<file path="src/rtl/sub_pkg.sv">
// Shared types for the subtractor flag stage: condition codes, flag bundle and
// the condition evaluator used by branch/compare consumers.
package sub_pkg;

    typedef enum logic [3:0] {
        COND_EQ = 4'h0,
        COND_NE = 4'h1,
        COND_CS = 4'h2,
        COND_CC = 4'h3,
        COND_MI = 4'h4,
        COND_PL = 4'h5,
        COND_VS = 4'h6,
        COND_VC = 4'h7,
        COND_HI = 4'h8,
        COND_LS = 4'h9,
        COND_GE = 4'hA,
        COND_LT = 4'hB,
        COND_GT = 4'hC,
        COND_LE = 4'hD,
        COND_AL = 4'hE,
        COND_NV = 4'hF
    } cond_e;

    // Bit order {n,z,c,v} matches the external 4-bit flag buses.
    typedef struct packed {
        logic n;
        logic z;
        logic c;
        logic v;
    } flags_t;

    function automatic logic cond_eval(input cond_e sel, input flags_t f);
        logic r;
        r = 1'b0;
        case (sel)
            COND_EQ: r = f.z;
            COND_NE: r = ~f.z;
            COND_CS: r = f.c;
            COND_CC: r = ~f.c;
            COND_MI: r = f.n;
            COND_PL: r = ~f.n;
            COND_VS: r = f.v;
            COND_VC: r = ~f.v;
            COND_HI: r = f.c & ~f.z;
            COND_LS: r = ~f.c | f.z;
            COND_GE: r = (f.n == f.v);
            COND_LT: r = (f.n != f.v);
            COND_GT: r = ~f.z & (f.n == f.v);
            COND_LE: r = f.z | (f.n != f.v);
            COND_AL: r = 1'b1;
            COND_NV: r = 1'b0;
            default: r = 1'b0;
        endcase
        return r;
    endfunction

endpackage

</file>
<file path="src/rtl/sub_flags_stage_fifo2.sv">
// Two-entry in-order valid/ready buffer. Head is a register driven straight
// to the outputs; in_ready depends only on the registered count.
module sync_fifo2 #(
    parameter int W = 8
) (
    input  logic         clk,
    input  logic         rst_n,
    input  logic         in_valid,
    output logic         in_ready,
    input  logic [W-1:0] in_data,
    output logic         out_valid,
    input  logic         out_ready,
    output logic [W-1:0] out_data
);

    logic [1:0]   r_count;
    logic [W-1:0] r_head;
    logic [W-1:0] r_tail;
    logic         w_push;
    logic         w_pop;

    assign in_ready  = (r_count != 2'd2);
    assign out_valid = (r_count != 2'd0);
    assign out_data  = r_head;
    assign w_push    = in_valid & in_ready;
    assign w_pop     = out_valid & out_ready;

    always_ff @(posedge clk or negedge rst_n) begin
        if (!rst_n) begin
            r_count <= 2'd0;
            r_head  <= '0;
            r_tail  <= '0;
        end else begin
            case ({w_push, w_pop})
                2'b10: begin
                    if (r_count == 2'd0) r_head <= in_data;
                    else                 r_tail <= in_data;
                    r_count <= r_count + 2'd1;
                end
                2'b01: begin
                    r_head  <= r_tail;
                    r_count <= r_count - 2'd1;
                end
                // Simultaneous push/pop only happens at count 1: new entry becomes head.
                2'b11: r_head <= in_data;
                default: ;
            endcase
        end
    end

endmodule

</file>
<file path="src/rtl/sub_flags_stage.sv">
// Registered output stage after the subtractor: buffers result+flags, tracks
// the architectural status flags, sticky overflow and accepted-op count.
module sub_flags_stage
    import sub_pkg::*;
#(
    parameter int N     = 4,
    parameter int CNT_W = 16
) (
    input  logic             clk,
    input  logic             rst_n,
    input  logic             in_valid,
    output logic             in_ready,
    input  logic [N-1:0]     in_result,
    input  logic             in_neg,
    input  logic             in_zr,
    input  logic             in_cry,
    input  logic             in_of,
    output logic             out_valid,
    input  logic             out_ready,
    output logic [N-1:0]     out_result,
    output logic [3:0]       out_flags,
    input  logic [3:0]       cond_sel,
    output logic             cond_true,
    output logic [3:0]       status,
    output logic             sticky_of,
    input  logic             clr_sticky,
    output logic [CNT_W-1:0] op_count
);

    flags_t             w_in_flags;
    logic               w_push;
    logic [N+3:0]       w_out_data;
    flags_t             r_status;
    logic               r_sticky;
    logic [CNT_W-1:0]   r_count;

    assign w_in_flags = '{n: in_neg, z: in_zr, c: in_cry, v: in_of};
    assign w_push     = in_valid & in_ready;

    sync_fifo2 #(.W(N + 4)) u_buf (
        .clk       (clk),
        .rst_n     (rst_n),
        .in_valid  (in_valid),
        .in_ready  (in_ready),
        .in_data   ({in_result, w_in_flags}),
        .out_valid (out_valid),
        .out_ready (out_ready),
        .out_data  (w_out_data)
    );

    assign out_result = w_out_data[N+3:4];
    assign out_flags  = w_out_data[3:0];

    always_ff @(posedge clk or negedge rst_n) begin
        if (!rst_n) begin
            r_status <= '0;
            r_sticky <= 1'b0;
            r_count  <= '0;
        end else begin
            if (w_push) begin
                r_status <= w_in_flags;
                r_count  <= r_count + 1'b1;
            end
            // A new overflow outranks a same-cycle clear.
            if (w_push && in_of) r_sticky <= 1'b1;
            else if (clr_sticky) r_sticky <= 1'b0;
        end
    end

    assign status    = r_status;
    assign sticky_of = r_sticky;
    assign op_count  = r_count;
    assign cond_true = cond_eval(cond_e'(cond_sel), r_status);

endmodule

</file>
<file path="config.mk">
export PLATFORM = sky130hd
export DESIGN_NAME = sub_flags_stage
export DESIGN_NICKNAME = d
export VERILOG_FILES = /design/src/rtl/sub_pkg.sv /design/src/rtl/sub_flags_stage_fifo2.sv /design/src/rtl/sub_flags_stage.sv
export SDC_FILE = /design/constraint.sdc
export NUM_CORES = 1
export LEC_CHECK = 0
export ABC_CLOCK_PERIOD_IN_PS = 2500
export CORE_ASPECT_RATIO = 0.6
export CORE_MARGIN = 1
export CORE_UTILIZATION = 43
export DETAILED_ROUTE_END_ITERATION = 10
export HOLD_SLACK_MARGIN = 0.05
export PLACE_DENSITY_LB_ADDON = 0.1
export SYNTH_ARGS = -nofsm -noshare
export SYNTH_HDL_FRONTEND = slang
export SYNTH_SLANG_ARGS = --single-unit
</file>
<file path="constraint.sdc">
create_clock -name clk -period 2.5 [get_ports clk]
set_input_delay 0.75 -clock clk [delete_from_list [all_inputs] [get_ports clk]]
set_output_delay 0.75 -clock clk [all_outputs]
set_load 0.005 [all_outputs]
</file>
Word-level counts from Yosys, hierarchy flattened
Cells that the tools add are included.
{"block": "op_classes", "muxes": 6, "eq_ne": 22, "n_reduce_logical": 9, "n_addsub": 3, "bitwise": 11}
{"op": "$eq A4 B4 Y1 const B", "count": 8}
{"op": "$pmux W8 S3", "count": 1}
{"op": "$add A16 B1 Y16 const B", "count": 1}
{"op": "$eq A4 B3 Y1 const B", "count": 4}
{"op": "$pmux W1 S16", "count": 1}
{"op": "$eq A4 B2 Y1 const B", "count": 2}
{"op": "$mux W8", "count": 1}
{"op": "$reduce_bool A2 Y1", "count": 3}
{"op": "$not A1 Y1", "count": 5}
{"op": "$and A1 B1 Y1", "count": 4}
{"op": "$eq A2 B2 Y1 const B", "count": 2}
{"op": "$eq A4 B1 Y1 const B", "count": 1}
{"op": "$logic_not A4 Y1", "count": 1}
{"op": "$pmux W2 S2", "count": 1}
{"op": "$reduce_and A2 Y1", "count": 2}
{"op": "$reduce_bool A3 Y1", "count": 1}
{"op": "$add A2 B1 Y2 const B", "count": 1}
{"op": "$eq A2 B1 Y1 const B", "count": 1}
{"op": "$logic_not A2 Y1", "count": 1}
{"op": "$mux W1", "count": 2}
{"op": "$ne A2 B1 Y1 const B", "count": 1}
{"op": "$ne A2 B2 Y1 const B", "count": 1}
{"op": "$or A1 B1 Y1", "count": 2}
{"op": "$sub A2 B1 Y2 const B", "count": 1}
{"op": "other kinds (3)", "count": 3}
{"block": "word_totals", "elab_cells": 60, "in_bits": 17, "out_inout_bits": 32, "ff_bits": 39}

Depth between registers and ports, before layout
Gate-level depths: netlist of the first run.
{"block": "logic_depth", "word_depth": 5, "depth_mapped": 9, "ltp_nobuf": 7}

By module
From an unflattened synthesis of the first run, not the netlist that was laid out.
{"block": "hier_totals", "cells_unflattened": 153, "hier_area_um2": 1928.1}
{"module": "sub_flags_stage", "instances": 1, "cells_per_inst": 95, "seq_area_each_um2": 525.5, "area_per_inst_um2": 1053.5}
{"module": "sync_fifo2", "instances": 1, "cells_per_inst": 58, "seq_area_each_um2": 450.4, "area_per_inst_um2": 874.6}

Least setup slack after synthesis of the first run
OpenSTA, ideal clock, no wires.
{"block": "synth_timing", "path_type": "input port to output port", "from": "input port cond_sel[0]", "to": "output port cond_true", "path_slack_ns": 0.017, "n_path_buf": 1, "t_arrival_ns": 1.733, "cell_stages": 6, "t_required_ns": 1.750, "cell_sequence": "buf_2 -> nor2b_1 -> a211oi_1 -> nor4bb_1 -> a2111oi_0 -> a21oi_1"}
{"block": "synth_between", "elab_chain_len": 2, "elab_cells_between_ends": 17, "cone_classes": "eq/ne (15); mux (1); reduce/logical (1)"}
{"element": "start: declaration", "line_no": "sub_flags_stage.sv:22", "text": "input logic [3:0] cond_sel,"}
{"element": "$eq A4 B4 Y1 (tied with other cells)", "line_no": "sub_pkg.sv:35", "text": "case (sel)"}
{"element": "$pmux W1 S16 (*)", "line_no": "sub_pkg.sv:35"}
{"element": "end: declaration", "line_no": "sub_flags_stage.sv:23", "text": "output logic cond_true,"}
Every way passes the cells marked *; elsewhere a longest branch is shown, timed or not.

Final worst setup path of the first run
Ends and elaborated chain as after synthesis.

==> summary.md, run 1 <==
| Metric | Value |
|---|---|
| Status | finished, violations left |
| Failing checks | negative setup slack |
| Port-buffer cells | 48 |
| Met1 usage | 0.2485 |
| Grt met3 use | 0.04992 |
| FF-to-FF End | u_buf.r_count[1] |
| Reg clk slew, reported paths | 0.07 ns |
| First-pass GRT wire length | 6.527 mm |
| Cell count after placement | 286 |
| Post-Synthesis Cells | 172 |
| Antenna violations before repair | 0 |
| Most common cell after layout, fill and taps aside | clkdlybuf4s50_1 |
| Fin nets | 255 |
| Synth cell types | 36 |
| Total negative slack | -0.07374 ns |
| GR peak layer | met2 |
| Final period utilization | 1.029 |
| Hold_buf cts | 0 |
| FILL cells | 364 |
| Worst reg2reg path depth | 7 |
| #FFs+latches synth | 39 |
| Ys Warns | 0 |
| Num ports | 49 |
| Starting DRC count in detailed routing | 66 |
| Core Area | 4144 um^2 |
| Overall die area | 4636 um^2 |
| Worst skew pair latency | 0.28 ns |
| Register area share after synthesis | 0.5207 |
| GRT overflow | 0 |
| Final setup vio count | 1 |
| Cell area after synthesis | 1874 um^2 |
| CTS root buf | clkbuf_8 |
| Reg-to-reg startpoint | u_buf.r_count[0] |
| Initial core utilization | 0.4523 |
| Clk_skew | 0.003113 ns |
| TritonCTS Buffers | 5 |
| Synthesized net count | 192 |
| Commonest cells after routing, fill and taps aside | clkdlybuf4s50_1, dfrtp_1, nand2_1 |
| R2R setup slack | 0.55 ns |
| Min cycle time layout | 2.574 ns |
| Fin cells | 294 |
| Measured slew at the worst slew-check pin | 0.5697 ns |
| Synth-to-Final Area Change | 38.92% |
| PwrDens | 957.4 nW/um^2 |
| Core Rows | 18 |
| Critical path class | input port to output port |
| Req. time, crit path | 1.75 ns |
| DRC | 0 |
| Crit start category | input port |
| Die W | 87.24 um |
| CTS max path bufs | 2 |
| Drt pass-1 iters | 4 |
| Largest net degree at the start of global routing | 40 |
| Final Hold Viols | 0 |
| Clock sink count | 39 |
| RSZ-0062 raised after global routing | yes |
| Diode count | 0 |
| GRT Resource Usage Total | 0.1922 |
| Post-DRT Antenna Nets | 0 |
| Worst-path maximum fanout | 7 |
| CP Capture Type | output port |
| HPWL Detailed | 2.981 mm |
| Syn avg cell area | 10.90 um^2 |
| Htree depth | 2 |
| Leak Pwr | 1.127 nW |
| Routed wire per std cell | 13.99 um |
| Setup crit end | cond_true |
| Via count | 1450 |
| Worst Setup SP | cond_sel[0] |
| Share of cells above drive strength 1 | 0.1538 |
| Peak supply drop | 0.6538 mV |
| Worst Hold Class | input port to asynchronous set/reset pin |
| WL final | 4.113 mm |
| CTS tree | done |
| Die height | 53.14 um |
| Max Slew Vio Count | 0 |
| Vias in the first global route | 1420 |
| Setup ws final | -0.07374 ns |
| Rel. slew slack | 0.6202 |
| Worst path arrival time | 1.82 ns |
| MaxCap Viol Count | 0 |
| Vias per inst | 4.932 |
| Grt met2 use | 0.3176 |
| Routability congestion estimate | 0.7843 |
| Maximum clock rate | 388.5 MHz |
[layout make-up]
cell class                      count  area, um^2  share of cell area
Inverter                            5       18.77            0.007208
Clock buffer                        6       72.57             0.02787
Sequential cell                    39       975.9              0.3748
Timing Repair Buffer               61       583.1              0.2239
Tap cell                           60       75.07             0.02883
Multi-Input combinational cell    123       878.3              0.3373
[layer usage]
| layer | up-vias | share of wire |
|---|---|---|
| li1 | 706 | - |
| met1 | 702 | 0.48 |
| met2 | 35 | 0.47 |
| met3 | 7 | 0.046 |
| met4 | 0 | 0.012 |
| met5 | - | 0 |
[power by group]
group          internal, mW  leakage (nW)  switching (mW)
clock                 0.186        0.0371           0.199
combinational         0.608         0.597           0.459
sequential            0.856         0.492           0.184
total                  1.65          1.13           0.843
[worst min-delay path by stage]
stage	depth (start not counted)	slack, ns	end
floorplan	0	0.45	op_count[0]
global placement	1	0.46	op_count[15]
detailed placement	1	0.47	op_count[15]
CTS	2	0.43	op_count[15]
global route	2	0.44	u_buf.out_data[3]
finish	2	0.42	op_count[15]
[sequential cells by signal, indices dropped and copies added (netlist names)]
register	cells
sticky_of	1
op_count	16
u_buf.r_tail	8
status	4
u_buf.out_data	8
u_buf.r_count	2
[through the flow]
| step | hold WS, ns | utilization | setup WS (ns) | cell area [um^2] | power, mW |
|---|---|---|---|---|---|
| CTS | 0.4254 | 0.6265 | -0.1167 | 2596 | 2.508 |
| global route | 0.4444 | 0.6283 | -0.2085 | 2604 | 2.650 |
| global placement | 0.4598 | 0.6021 | -0.9234 | 2495 | 2.054 |
| floorplan | 0.4474 | - | 0.01725 | 1874 | 1.567 |
| finish | 0.4221 | 0.6283 | -0.07374 | 2604 | 2.493 |
| detailed placement | 0.4670 | 0.6021 | -1.030 | 2495 | 2.106 |
[worst max-delay path, cell delays in order]
cell and delay [ns]:
buf_8 0.11, xor2_1 0.15, a21oi_1 0.14, nor3_1 0.09
a2111oi_2 0.33, a21oi_1 0.11, buf_2 0.14
[what timing repair did]
| action | CTS | global route |
|---|---|---|
| pin swaps | 5 | 0 |
| gates resized for setup | 24 | 2 |
| endpoints found under the hold margin | 0 | 0 |
| buffers inserted | 2 | 0 |
| setup endpoints to repair | 1 | 1 |
[synthesized netlist by cell type]
cell type / number / area share
inv_2: 4 / 0.0080
a2111oi_0: 1 / 0.0047
xnor2_1: 15 / 0.070
nand2_2: 1 / 0.0033
o21bai_1: 1 / 0.0040
nor3_1: 1 / 0.0027
nor4bb_1: 1 / 0.0053
nand2b_1: 1 / 0.0033
clkbuf_1: 2 / 0.0040
a21oi_1: 4 / 0.011
nor4b_4: 1 / 0.013
ha_1: 3 / 0.020
buf_2: 2 / 0.0053
nor2b_2: 1 / 0.0047
inv_1: 1 / 0.0020
nor2b_1: 2 / 0.0067
o21ai_0: 2 / 0.0053
o2bb2ai_1: 1 / 0.0047
o21a_2: 1 / 0.0047
nor4_4: 1 / 0.011
mux2i_1: 8 / 0.043
dfrtp_1: 39 / 0.52
nand4_1: 4 / 0.013
nand2_1: 35 / 0.070
nor2_1: 4 / 0.0080
o21ai_1: 9 / 0.024
mux2_1: 8 / 0.048
and3_1: 1 / 0.0033
nand3_1: 2 / 0.0053
a211oi_1: 1 / 0.0040
and4_1: 2 / 0.0093
or2_1: 1 / 0.0033
nand3b_1: 2 / 0.0080
nor4b_1: 2 / 0.0093
xor2_1: 7 / 0.033
buf_4: 1 / 0.0040
[logic make-up after synthesis]
kind of cell	synth area share
and+or+nand+nor	0.1802
DFF	0.5207
xor gates and xnor gates	0.1028
AOI/OAI and AO/OA	0.06209
muxes	0.09079
buffers and inverters	0.02336
adders and majority gates	0.02003
Note: power is estimated with default switching activity, not from simulation.
==> run 2, diff against run 1 <==
Settings changed: ABC_CLOCK_PERIOD_IN_PS 2500 to 3100, CORE_UTILIZATION 43 to 45, PLACE_DENSITY from default to 0.75, PLACE_DENSITY_LB_ADDON 0.1 to default.
Clock period 2.5 ns to 3.1 ns, I/O delays scaled along.
==> summary.md, run 2 (same netlist as run 1, synthesis figures left out) <==
| Metric | Value |
|---|---|
| CP top delay family | compound AO/OA/AOI/OAI gates |
| Final Cell Area | 2539 um^2 |
| WL final | 4.126 mm |
| Max Slew Vio Count | 0 |
| Multi-input gate area in the final layout | 888.4 um^2 |
| HPWL Detailed | 2.967 mm |
| Vias in the first global route | 1459 |
| PwrDens | 800.2 nW/um^2 |
| Total negative slack | 0 ns |
| Initial core utilization | 0.4895 |
| Final hold slack | 0.4821 ns |
| Reg clk slew, reported paths | 0.07 ns |
| Num ports | 49 |
| CP Capture Type | output port |
| DRC | 0 |
| Reg area | 975.9 um^2 |
| Drt pass-1 iters | 4 |
| Measured slew at the worst slew-check pin | 0.8448 ns |
| Final period utilization | 0.9729 |
| Fin nets | 249 |
| Largest net degree at the start of global routing | 40 |
| TritonCTS Buffers | 5 |
| Max FFs per register | 16 |
| Vias per inst | 5.368 |
| CTS tree | done |
| Overall die area | 4436 um^2 |
| Share of cells above drive strength 1 | 0.1435 |
| Tot Pwr | 2.031 mW |
| Core Area | 3829 um^2 |
| Slowest-stage cell, CP | a2111oi_2 |
| Worst Setup SP | cond_sel[2] |
| Final setup vio count | 0 |
| Critical path's largest stage delay | 0.37 ns |
| GRT overflow | 0 |
| Diode count | 0 |
| Clock sink count | 39 |
| Req. time, crit path | 2.17 ns |
| Area after DPL | 2399 um^2 |
| FILL cells | 312 |
| Worst Hold Class | flip-flop to flip-flop |
| Post-DRT Antenna Nets | 0 |
| Commonest cells after routing, fill and taps aside | clkdlybuf4s50_1, dfrtp_1, nand2_1 |
| CTS max path bufs | 2 |
| First-pass GRT wire length | 6.906 mm |
| Die height | 51.99 um |
| Hold_buf cts | 0 |
| Critical path class | input port to output port |
| Crit start category | input port |
| Routability congestion estimate | 0.8020 |
| Worst path buffer plus inverter count | 2 |
| Worst skew pair latency | 0.30 ns |
| Worst-path maximum fanout | 7 |
| Synth-to-Final Area Change | 35.45% |
| Core Rows | 17 |
| Hold Startpoint | op_count[15] |
| Status | completed |
| Leak Pwr | 1.095 nW |
| Port-buffer cells | 48 |
| Most common cell after layout, fill and taps aside | clkdlybuf4s50_1 |
| GRT Resource Usage Total | 0.2090 |
| Final Hold Viols | 0 |
| Clk_skew | 0.009905 ns |
| Routed wire per std cell | 14.90 um |
| CTS root buf | clkbuf_8 |
| Antenna violations before repair | 0 |
| Via count | 1487 |
| MaxCap Viol Count | 0 |
| Maximum clock rate | 331.6 MHz |
| Die W | 85.32 um |
| CP Cell Sequence | clkdlybuf4s15_2 > nor2b_1 > o2bb2ai_1 > a2111oi_2 > a21oi_1 > buf_2 |
| Worst path arrival time | 2.09 ns |
| RSZ-0062 raised after global routing | no |
| Htree depth | 2 |
| Final core utilization | 0.6631 |
| Peak supply drop | 0.4105 mV |
| Starting DRC count in detailed routing | 61 |
| Min cycle time layout | 3.016 ns |
| Reg-to-reg startpoint | u_buf.r_count[0] |
| Rel. slew slack | 0.4368 |
==> run 2: cell count changes in the layout (fill, tap and decap cells not counted), sizes merged <==
cell	previous run	this run
buf	16	11
clkinv	0	1
==> run 2: worst paths after layout <==
kind | to | slack [ns] | cells past startpoint
hold reg to reg | op_count[15] | 0.48 | 1
max in group asynchronous | op_count[15] | 1.82 | 1
setup reg to reg | u_buf.r_tail[5] | 0.98 | 7
setup / recovery | cond_true | 0.08 | 6
min in group asynchronous | u_buf.r_tail[7] | 0.74 | 1
hold / removal | op_count[15] | 0.48 | 1
==> run 2: routing by layer <==
layer  track usage  vias to the layer above  wire length (um)
li1              -                      701                 -
met1        0.2697                      729              1929
met2        0.3347                       43              1889
met3       0.05079                       14               208
met4        0.1056                        0                98
met5             0                        -                 0
==> run 2: stage by stage <==
step | std cells | worst slack, ns
4_1_cts | 277 | 0.05874
3_5_place_dp | 264 | -0.8003
5_1_grt | 277 | 0.01279
3_3_place_gp | 264 | -0.6908
6_report | 277 | 0.08391
2_1_floorplan | 172 | 0.2573
==> run 2: cell type report <==
class | count | area share
tap | 47 | 0.02316
clock inverter | 1 | 0.001971
multi-input combinational | 123 | 0.3499
inverter | 5 | 0.007393
timing repair buffer | 55 | 0.2031
clock buffer | 7 | 0.03006
sequential | 39 | 0.3844
==> run 2: what timing repair did <==
item | CTS | global route
endpoints found under the hold margin | 0 | 0
pin swaps | 5 | 2
endpoints found under the setup margin | 1 | 1
gates resized for setup | 26 | 0
setup buffers | 5 | 0
cloned | 0 | 0
==> run 2: power breakdown <==
part / switching [mW] / internal [mW] / leakage, nW
sequential: 0.164 / 0.690 / 0.492
clock: 0.172 / 0.158 / 0.0422
combinational: 0.363 / 0.483 / 0.560
